<file path="src/rtl/mem_arbiter.sv">
// Shared-DRAM arbiter: NUM_CORES cores share one DRAM port, round-robin (or fixed priority with MEM_ARBITER_FIXED_PRIO_EN).
// Latency: grant/DRAM drive registered one edge after request; read data returned READ_LATENCY edges after that.
// Backpressure: a core holds core_req until it sees its one-cycle grant; requests are only sampled while idle.
module mem_arbiter #(
    parameter int NUM_CORES    = 4,
    parameter int ADDR_WIDTH   = 16,
    parameter int DATA_WIDTH   = 8,
    parameter int READ_LATENCY = 1
) (
    input  logic                             clock,
    input  logic                             reset,
    input  logic [NUM_CORES-1:0]             core_req,
    input  logic [NUM_CORES-1:0]             core_write,
    input  logic [NUM_CORES*ADDR_WIDTH-1:0]  core_address,
    input  logic [NUM_CORES*DATA_WIDTH-1:0]  core_write_data,
    output logic [NUM_CORES-1:0]             core_grant,
    output logic [NUM_CORES-1:0]             core_read_valid,
    output logic [DATA_WIDTH-1:0]            core_read_data,
    output logic [ADDR_WIDTH-1:0]            DRAM_address,
    output logic [DATA_WIDTH-1:0]            DRAM_output_data,
    output logic                             write_DRAM,
    input  logic [DATA_WIDTH-1:0]            DRAM_input_data
);

    localparam int IDX_W = (NUM_CORES > 1) ? $clog2(NUM_CORES) : 1;
    localparam int CNT_W = (READ_LATENCY > 1) ? $clog2(READ_LATENCY) : 1;

    typedef enum logic [1:0] {
        IDLE   = 2'd0,
        ACCESS = 2'd1,
        RDWAIT = 2'd2
    } state_t;

    state_t                 state_q, state_d;
    logic [CNT_W-1:0]       cnt_q, cnt_d;
    logic [IDX_W-1:0]       win_q, win_d;
    logic [NUM_CORES-1:0]   grant_q, grant_d;
    logic [NUM_CORES-1:0]   rvalid_q, rvalid_d;
    logic [DATA_WIDTH-1:0]  rdata_q, rdata_d;
    logic [ADDR_WIDTH-1:0]  addr_q, addr_d;
    logic [DATA_WIDTH-1:0]  wdata_q, wdata_d;
    logic                   we_q, we_d;

    logic                   any_req;
    logic [IDX_W-1:0]       win;
    // The read sample edge: straight out of ACCESS for single-cycle DRAM, else when the countdown expires.
    logic                   rd_done;

`ifdef MEM_ARBITER_FIXED_PRIO_EN
    // Lowest-index requester wins; scanning downward lets the lowest index overwrite.
    always_comb begin
        any_req = |core_req;
        win     = '0;
        for (int i = NUM_CORES - 1; i >= 0; i--) begin
            if (core_req[IDX_W'(i)]) win = IDX_W'(i);
        end
    end
`else
    logic [IDX_W-1:0] rr_ptr_q, rr_ptr_d;
    logic [IDX_W-1:0] idx;
    logic             found;

    // Round-robin search starting at rr_ptr_q, wrapping modulo NUM_CORES.
    always_comb begin
        any_req = |core_req;
        win     = '0;
        found   = 1'b0;
        idx     = '0;
        for (int k = 0; k < NUM_CORES; k++) begin
            idx = IDX_W'((int'(rr_ptr_q) + k) % NUM_CORES);
            if (!found && core_req[idx]) begin
                found = 1'b1;
                win   = idx;
            end
        end
    end

    // Pointer moves to the core after the winner on every grant.
    always_comb begin
        rr_ptr_d = rr_ptr_q;
        if (state_q == IDLE && any_req) begin
            rr_ptr_d = (win == IDX_W'(NUM_CORES - 1)) ? '0 : win + 1'b1;
        end
    end

    // Round-robin pointer register; core 0 has first priority out of reset.
    always_ff @(posedge clock) begin
        if (reset) rr_ptr_q <= '0;
        else       rr_ptr_q <= rr_ptr_d;
    end
`endif

    // State register and all registered outputs.
    always_ff @(posedge clock) begin
        if (reset) begin
            state_q  <= IDLE;
            cnt_q    <= '0;
            win_q    <= '0;
            grant_q  <= '0;
            rvalid_q <= '0;
            rdata_q  <= '0;
            addr_q   <= '0;
            wdata_q  <= '0;
            we_q     <= 1'b0;
        end else begin
            state_q  <= state_d;
            cnt_q    <= cnt_d;
            win_q    <= win_d;
            grant_q  <= grant_d;
            rvalid_q <= rvalid_d;
            rdata_q  <= rdata_d;
            addr_q   <= addr_d;
            wdata_q  <= wdata_d;
            we_q     <= we_d;
        end
    end

    // Next-state logic: IDLE -> ACCESS -> (IDLE | RDWAIT -> IDLE).
    always_comb begin
        state_d = state_q;
        cnt_d   = cnt_q;
        rd_done = 1'b0;
        case (state_q)
            IDLE: begin
                if (any_req) state_d = ACCESS;
            end
            ACCESS: begin
                if (we_q) begin
                    state_d = IDLE;
                end else if (READ_LATENCY == 1) begin
                    rd_done = 1'b1;
                    state_d = IDLE;
                end else begin
                    cnt_d   = CNT_W'(READ_LATENCY - 1);
                    state_d = RDWAIT;
                end
            end
            RDWAIT: begin
                cnt_d = cnt_q - 1'b1;
                // Sample on the edge where the countdown reaches zero.
                if (cnt_q == CNT_W'(1)) begin
                    rd_done = 1'b1;
                    state_d = IDLE;
                end
            end
            default: state_d = IDLE;
        endcase
    end

    // Output next values: launch the DRAM access on grant, return read data on the sample edge.
    always_comb begin
        win_d    = win_q;
        grant_d  = '0;
        rvalid_d = '0;
        rdata_d  = rdata_q;
        addr_d   = addr_q;
        wdata_d  = wdata_q;
        we_d     = 1'b0;
        if (state_q == IDLE && any_req) begin
            win_d   = win;
            grant_d = NUM_CORES'(1) << win;
            addr_d  = core_address[win*ADDR_WIDTH +: ADDR_WIDTH];
            wdata_d = core_write_data[win*DATA_WIDTH +: DATA_WIDTH];
            we_d    = core_write[win];
        end
        if (rd_done) begin
            rdata_d  = DRAM_input_data;
            rvalid_d = NUM_CORES'(1) << win_q;
        end
    end

    assign core_grant       = grant_q;
    assign core_read_valid  = rvalid_q;
    assign core_read_data   = rdata_q;
    assign DRAM_address     = addr_q;
    assign DRAM_output_data = wdata_q;
    assign write_DRAM       = we_q;

endmodule

</file>
<file path="config.mk">
export PLATFORM = sky130hd
export DESIGN_NAME = mem_arbiter
export DESIGN_NICKNAME = d
export VERILOG_FILES = /design/src/rtl/mem_arbiter.sv
export SDC_FILE = /design/constraint.sdc
export NUM_CORES = 1
export LEC_CHECK = 0
export ABC_AREA = 1
export BUFFER_PORTS_ARGS = -buffer_cell sky130_fd_sc_hd__buf_2
export CAP_MARGIN = 20
export CELL_PAD_IN_SITES_DETAIL_PLACEMENT = 1
export CELL_PAD_IN_SITES_GLOBAL_PLACEMENT = 1
export CORE_MARGIN = 5
export CORE_UTILIZATION = 33
export DETAILED_ROUTE_END_ITERATION = 8
export PLACE_DENSITY = 0.95
export SLEW_MARGIN = 25
export SYNTH_ARGS = -nofsm -noshare
export SYNTH_HDL_FRONTEND = slang
export SYNTH_SLANG_ARGS = --single-unit
</file>
<file path="constraint.sdc">
create_clock -name clock -period 5.3 [get_ports clock]
set_input_delay 0.265 -clock clock [delete_from_list [all_inputs] [get_ports clock]]
set_output_delay 0.265 -clock clock [all_outputs]
set_load 0.03 [all_outputs]
</file>
---- Yosys cells after proc, flatten, opt, wreduce, memory -nomap -nowiden ----
Index checks and enable logic that the tools add are counted.
operators by class
  add/subtract/negate cells ............... 5
  reduce and logical (&&, ||, !) cells .... 12
  eq/ne operators ......................... 5
  multiplexer cells ....................... 24
  bitwise operators ....................... 2
  shift-type cells ........................ 4
  magnitude comparators ................... 5
operators with widths
  kind                 number
  $shiftx 64x7->16     1
  $shiftx 32x6->8      1
  $lt 2x3->1 const B   5
  $mux 2               7
  $bmux 1 s2           5
  $mux 1               10
  $shl 1x2->4 const A  2
  $add 2x1->2 const B  2
  $add 2x2->2 const B  2
  $eq 2x2->1 const B   2
  $logic_and 1x1->1    4
  $ne 2x2->1 const B   2
  $pmux 2 s2           1
  $reduce_or 2->1      2
  $reduce_or 4->1      1
  $logic_not 1->1      3
  $eq 2x1->1 const B   1
  $logic_not 2->1      1
  $not 1->1            2
  $pmux 1 s2           1
  $reduce_and 2->1     1
  $sub 1x1->1 const B  1
word-level totals
  word-level logic and storage cells ...... 67
  bits in registers ....................... 48
  input port bits ......................... 114

---- Depth between registers and ports, before layout ----
  depth after elaboration ................. 14
  gate-level depth with buffers ........... 16
  gate-level depth less buffers ........... 15

---- Least setup slack after synthesis ----
OpenSTA, ideal clock, no wires.
  path type ............................... reg-to-reg
  start ................................... reg rr_ptr_q[0]
  end ..................................... reg addr_q[12], in the netlist DRAM_address[12]
  clock period less this slack ............ 1684 ps
  setup time .............................. 113 ps
  data required time ...................... 5187 ps
  slack ................................... 3616 ps
  arrival ................................. 1571 ps
  buffers on the path ..................... 2
  stages on the path, launching flop included .. 14
  cells stage by stage .................... dfxtp_1 inv_2 buf_6 nand2_1 nand2_2 nand2_2 nand2_2 nand3_1 nand2_2 o21ai_4 buf_12 nand3_2 nand3_1 nand2_1
between the ends
  longest elaborated chain between the ends .. 13
  elaborated cells on any way between the ends .. 25
  classes of those cells .................. add/sub (3); shift (1); mux (15); reduce/logical (6)
ends and longest elaborated chain
  item                                                  RTL line  source
  from (decl)                                           59        logic [IDX_W-1:0] rr_ptr_q, rr_ptr_d;
  from (signal assigned)                                89        else rr_ptr_q <= rr_ptr_d;
  branches (longest 11 deep; another with $add 2x1->2)  n/a
  $mux 2 (*)                                            71        if (!found && core_req[idx]) begin
  $shiftx 64x7->16 (*)                                  162       addr_d = core_address[win*ADDR_WIDTH +: ADDR_WIDTH];
  to (signal assigned)                                  112       addr_q <= addr_d;
  to (decl)                                             40        logic [ADDR_WIDTH-1:0] addr_q, addr_d;
Mark *: on every way between the ends. The select of a mux whose other input is x is not followed.
A chain may end at the register's enable or synchronous reset.

---- Worst setup path after layout ----
  start ................................... reg rr_ptr_q[0]
  end ..................................... reg we_q, in the netlist write_DRAM
between the ends
  longest elaborated chain between the ends .. 14
  elaborated cells on any way between the ends .. 26
  classes of those cells .................. add/sub (3); mux (17); reduce/logical (6)
ends and longest elaborated chain
  item                                                  RTL line  source
  branches (longest 11 deep; another with $add 2x1->2)  n/a
  $mux 2 (*)                                            71
  $bmux 1 s2 (*)                                        164       we_d = core_write[win];
  $mux 1 (not written as such) (*)                      164
  to (signal assigned)                                  114       we_q <= we_d;
  to (decl)                                             42        logic we_q, we_d;
Marked as above.

==> impl_metrics.json <==
{
  "hold_depth": 3,
  "final_cell_mix": "154 x buf_2, 135 x nand2_1, 94 x nand3_1",
  "crit_fanout": 55,
  "leakage_nw": 1.99,
  "skew_ps": 8.61,
  "yosysWarnings": 0,
  "seq_area_frac_synth_pct": 31.5,
  "num_vias": 3342,
  "wire_per_inst_microns": 15.7,
  "gp_congestion": 0.839,
  "grt_antenna_before_repair": 0,
  "drv_slew": 0,
  "post_cts_buffers": 0,
  "cts_buffers": 5,
  "antenna_cells": 0,
  "drive_above_1_share_pct": 39.3,
  "clkTransAtPathRegs_ps": 90,
  "htreeDepth": 2,
  "grt_max_degree": 56,
  "utilization_pct": 42.4,
  "dieArea_sq_mm": 0.0108,
  "start_util_pct": 33.7,
  "area_delta_synth_final_pct": 26.1,
  "gr-total-overflow": 0,
  "critPathLaunchType": "register",
  "grt_first_pass_wirelength_mm": 17.5,
  "nFillCells": 1204,
  "max_freq_mhz": 295,
  "viasPerCell": 5.00,
  "grt_pass1_vias": 3691,
  "synth_area_leaders": "dfxtp_1 32%, nand2_1 17%, nand3_1 16%, nand3_2 8.9%, buf_6 4.2%",
  "ant_nets": 0,
  "setup_tns_ps": 0,
  "ctsResizeCount": 0,
  "syn_nets": 538,
  "finalSetupViolCount": 0,
  "drcViolationCount": 0,
  "routed_wl_mm": 10.5,
  "reg2regPathDepth": 14,
  "gr-usage-all-layers_pct": 19.0,
  "syn_area_sq_mm": 0.00292,
  "postSynthAreaPerCell_sq_um": 6.89,
  "critPathCaptureType": "register",
  "fin_crit_sh_pct": 63.9,
  "die_w_microns": 104,
  "power.density_mw_per_mm2": 626,
  "port_buffers": 154,
  "first_pass_iters": 4,
  "clkSinkCount": 46,
  "fin_cells": 668,
  "placed_cells": 660,
  "cts_hold_buffers": 0,
  "maxCapViolations": 0,
  "rows": 34,
  "fin_crit_ps": 3390,
  "mostFrequentLayoutCell": "buf_2",
  "cp.required_ps": 5540,
  "cts-root-buf": "clkbuf_8",
  "rsz0062_at_grt": "false",
  "synth_cell_types": 28,
  "critPathArrivalTime_ps": 3620,
  "tightest_slew_ps": 1000,
  "hp-class": "in2reg",
  "hpwl_mm": 8.06,
  "nets": 673,
  "slew_headroom_pct": 33.0,
  "cts_tree": "yes",
  "synth_top_area_share_pct": 31.5,
  "clock_latency_ps": 310,
  "outcome": "complete, no violations",
  "path_class": "reg2reg",
  "synthCells": 424,
  "synth-seq-cells": 46,
  "initialDrtViolationCount": 93,
  "die_y_microns": 104,
  "synth_top_cell_by_area": "dfxtp_1",
  "ctsLongestPathBuffers": 2,
  "boundaryPins": 155,
  "ir_worst_vdd_uv": 258,
  "core_area_sq_mm": 0.00868,
  "hold_viol": 0
}
==> cells by family (layout without fill, tap and decap cells) <==
family / count (synthesis) / in the layout / synth area share [%]
AOI/OAI and AO/OA: 15 / 15 / 3.21
buffers and inverters: 47 / 183 / 11.3
DFF: 46 / 46 / 31.5
and+or+nand+nor: 316 / 316 / 53.9
==> synthesized netlist by cell type, drive strengths merged <==
library cell  count
nor3              1
nand2           150
o211ai            1
a21oi             2
nand3           121
o22ai             1
buf              22
inv              20
clkbuf            5
nor2             36
dfxtp            46
nand4             8
o21ai            11
==> state kept, by name (all words and copies together) (netlist names) <==
signal / flops
write_DRAM: 1
core_read_data: 8
core_read_valid: 4
win_q: 2
core_grant: 4
rr_ptr_q: 2
DRAM_address: 16
state_q: 1
DRAM_output_data: 8
==> through the flow <==
step	setup slack [ps]	instance area (sq um)	power, mW	hold WS [ps]
detailed placement	1950	3590	2.10	441
global route	1580	3680	2.51	192
floorplan	3620	2920	1.87	337
global placement	2190	3580	2.02	433
CTS	1920	3680	2.33	180
finish	1910	3680	2.31	192
==> report_power, final <==
part           internal [mW]  total [mW]  leakage [nW]  switching, mW
clock                 0.0946       0.229        0.0408          0.135
combinational          0.444        1.52          1.57           1.07
sequential             0.473       0.559         0.379         0.0854
total                   1.01        2.31          1.99           1.29
==> per-layer routing <==
metal,share of wire [%],up-vias,global-route usage (%)
met4,1.6,0,4.26
met1,43,1542,23.5
met2,48,127,32.6
li1,-,1657,-
met3,7.9,16,5.52
met5,0,-,0
==> final cells by class <==
class	instances	area [sq um]	area share, %
clock buffer	5	68.8	1.87
clock inverter	3	23.8	0.645
inverter	20	75.1	2.04
multi-input combinational	331	1680	45.7
sequential	46	921	25.0
tap	108	135	3.67
timing repair buffer	155	778	21.1
==> worst max-delay path: stages (launching register included) <==
cell,delay (ps)
dfxtp_1,590
inv_2,210
nand2_1,130
nand3_1,110
nand2_2,100
inv_2,70
nand3_1,70
nand2_1,80
nand2_2,730
nand2_4,590
inv_2,260
nand2_1,80
nand2_1,60
nand2_1,60
a21oi_2,150
==> final timing paths <==
path	startpoint	to	slack (ps)
setup / recovery	rr_ptr_q[0]$_SDFFE_PP0N_	write_DRAM$_SDFF_PP0_	1910
hold / removal	DRAM_input_data[4]	core_read_data[4]$_SDFFE_PP0P_	190
setup reg to reg	rr_ptr_q[0]$_SDFFE_PP0N_	write_DRAM$_SDFF_PP0_	1910
hold reg to reg	DRAM_address[2]$_SDFFE_PP0N_	DRAM_address[2]$_SDFFE_PP0N_	460
(Power assumes the default switching activity.)
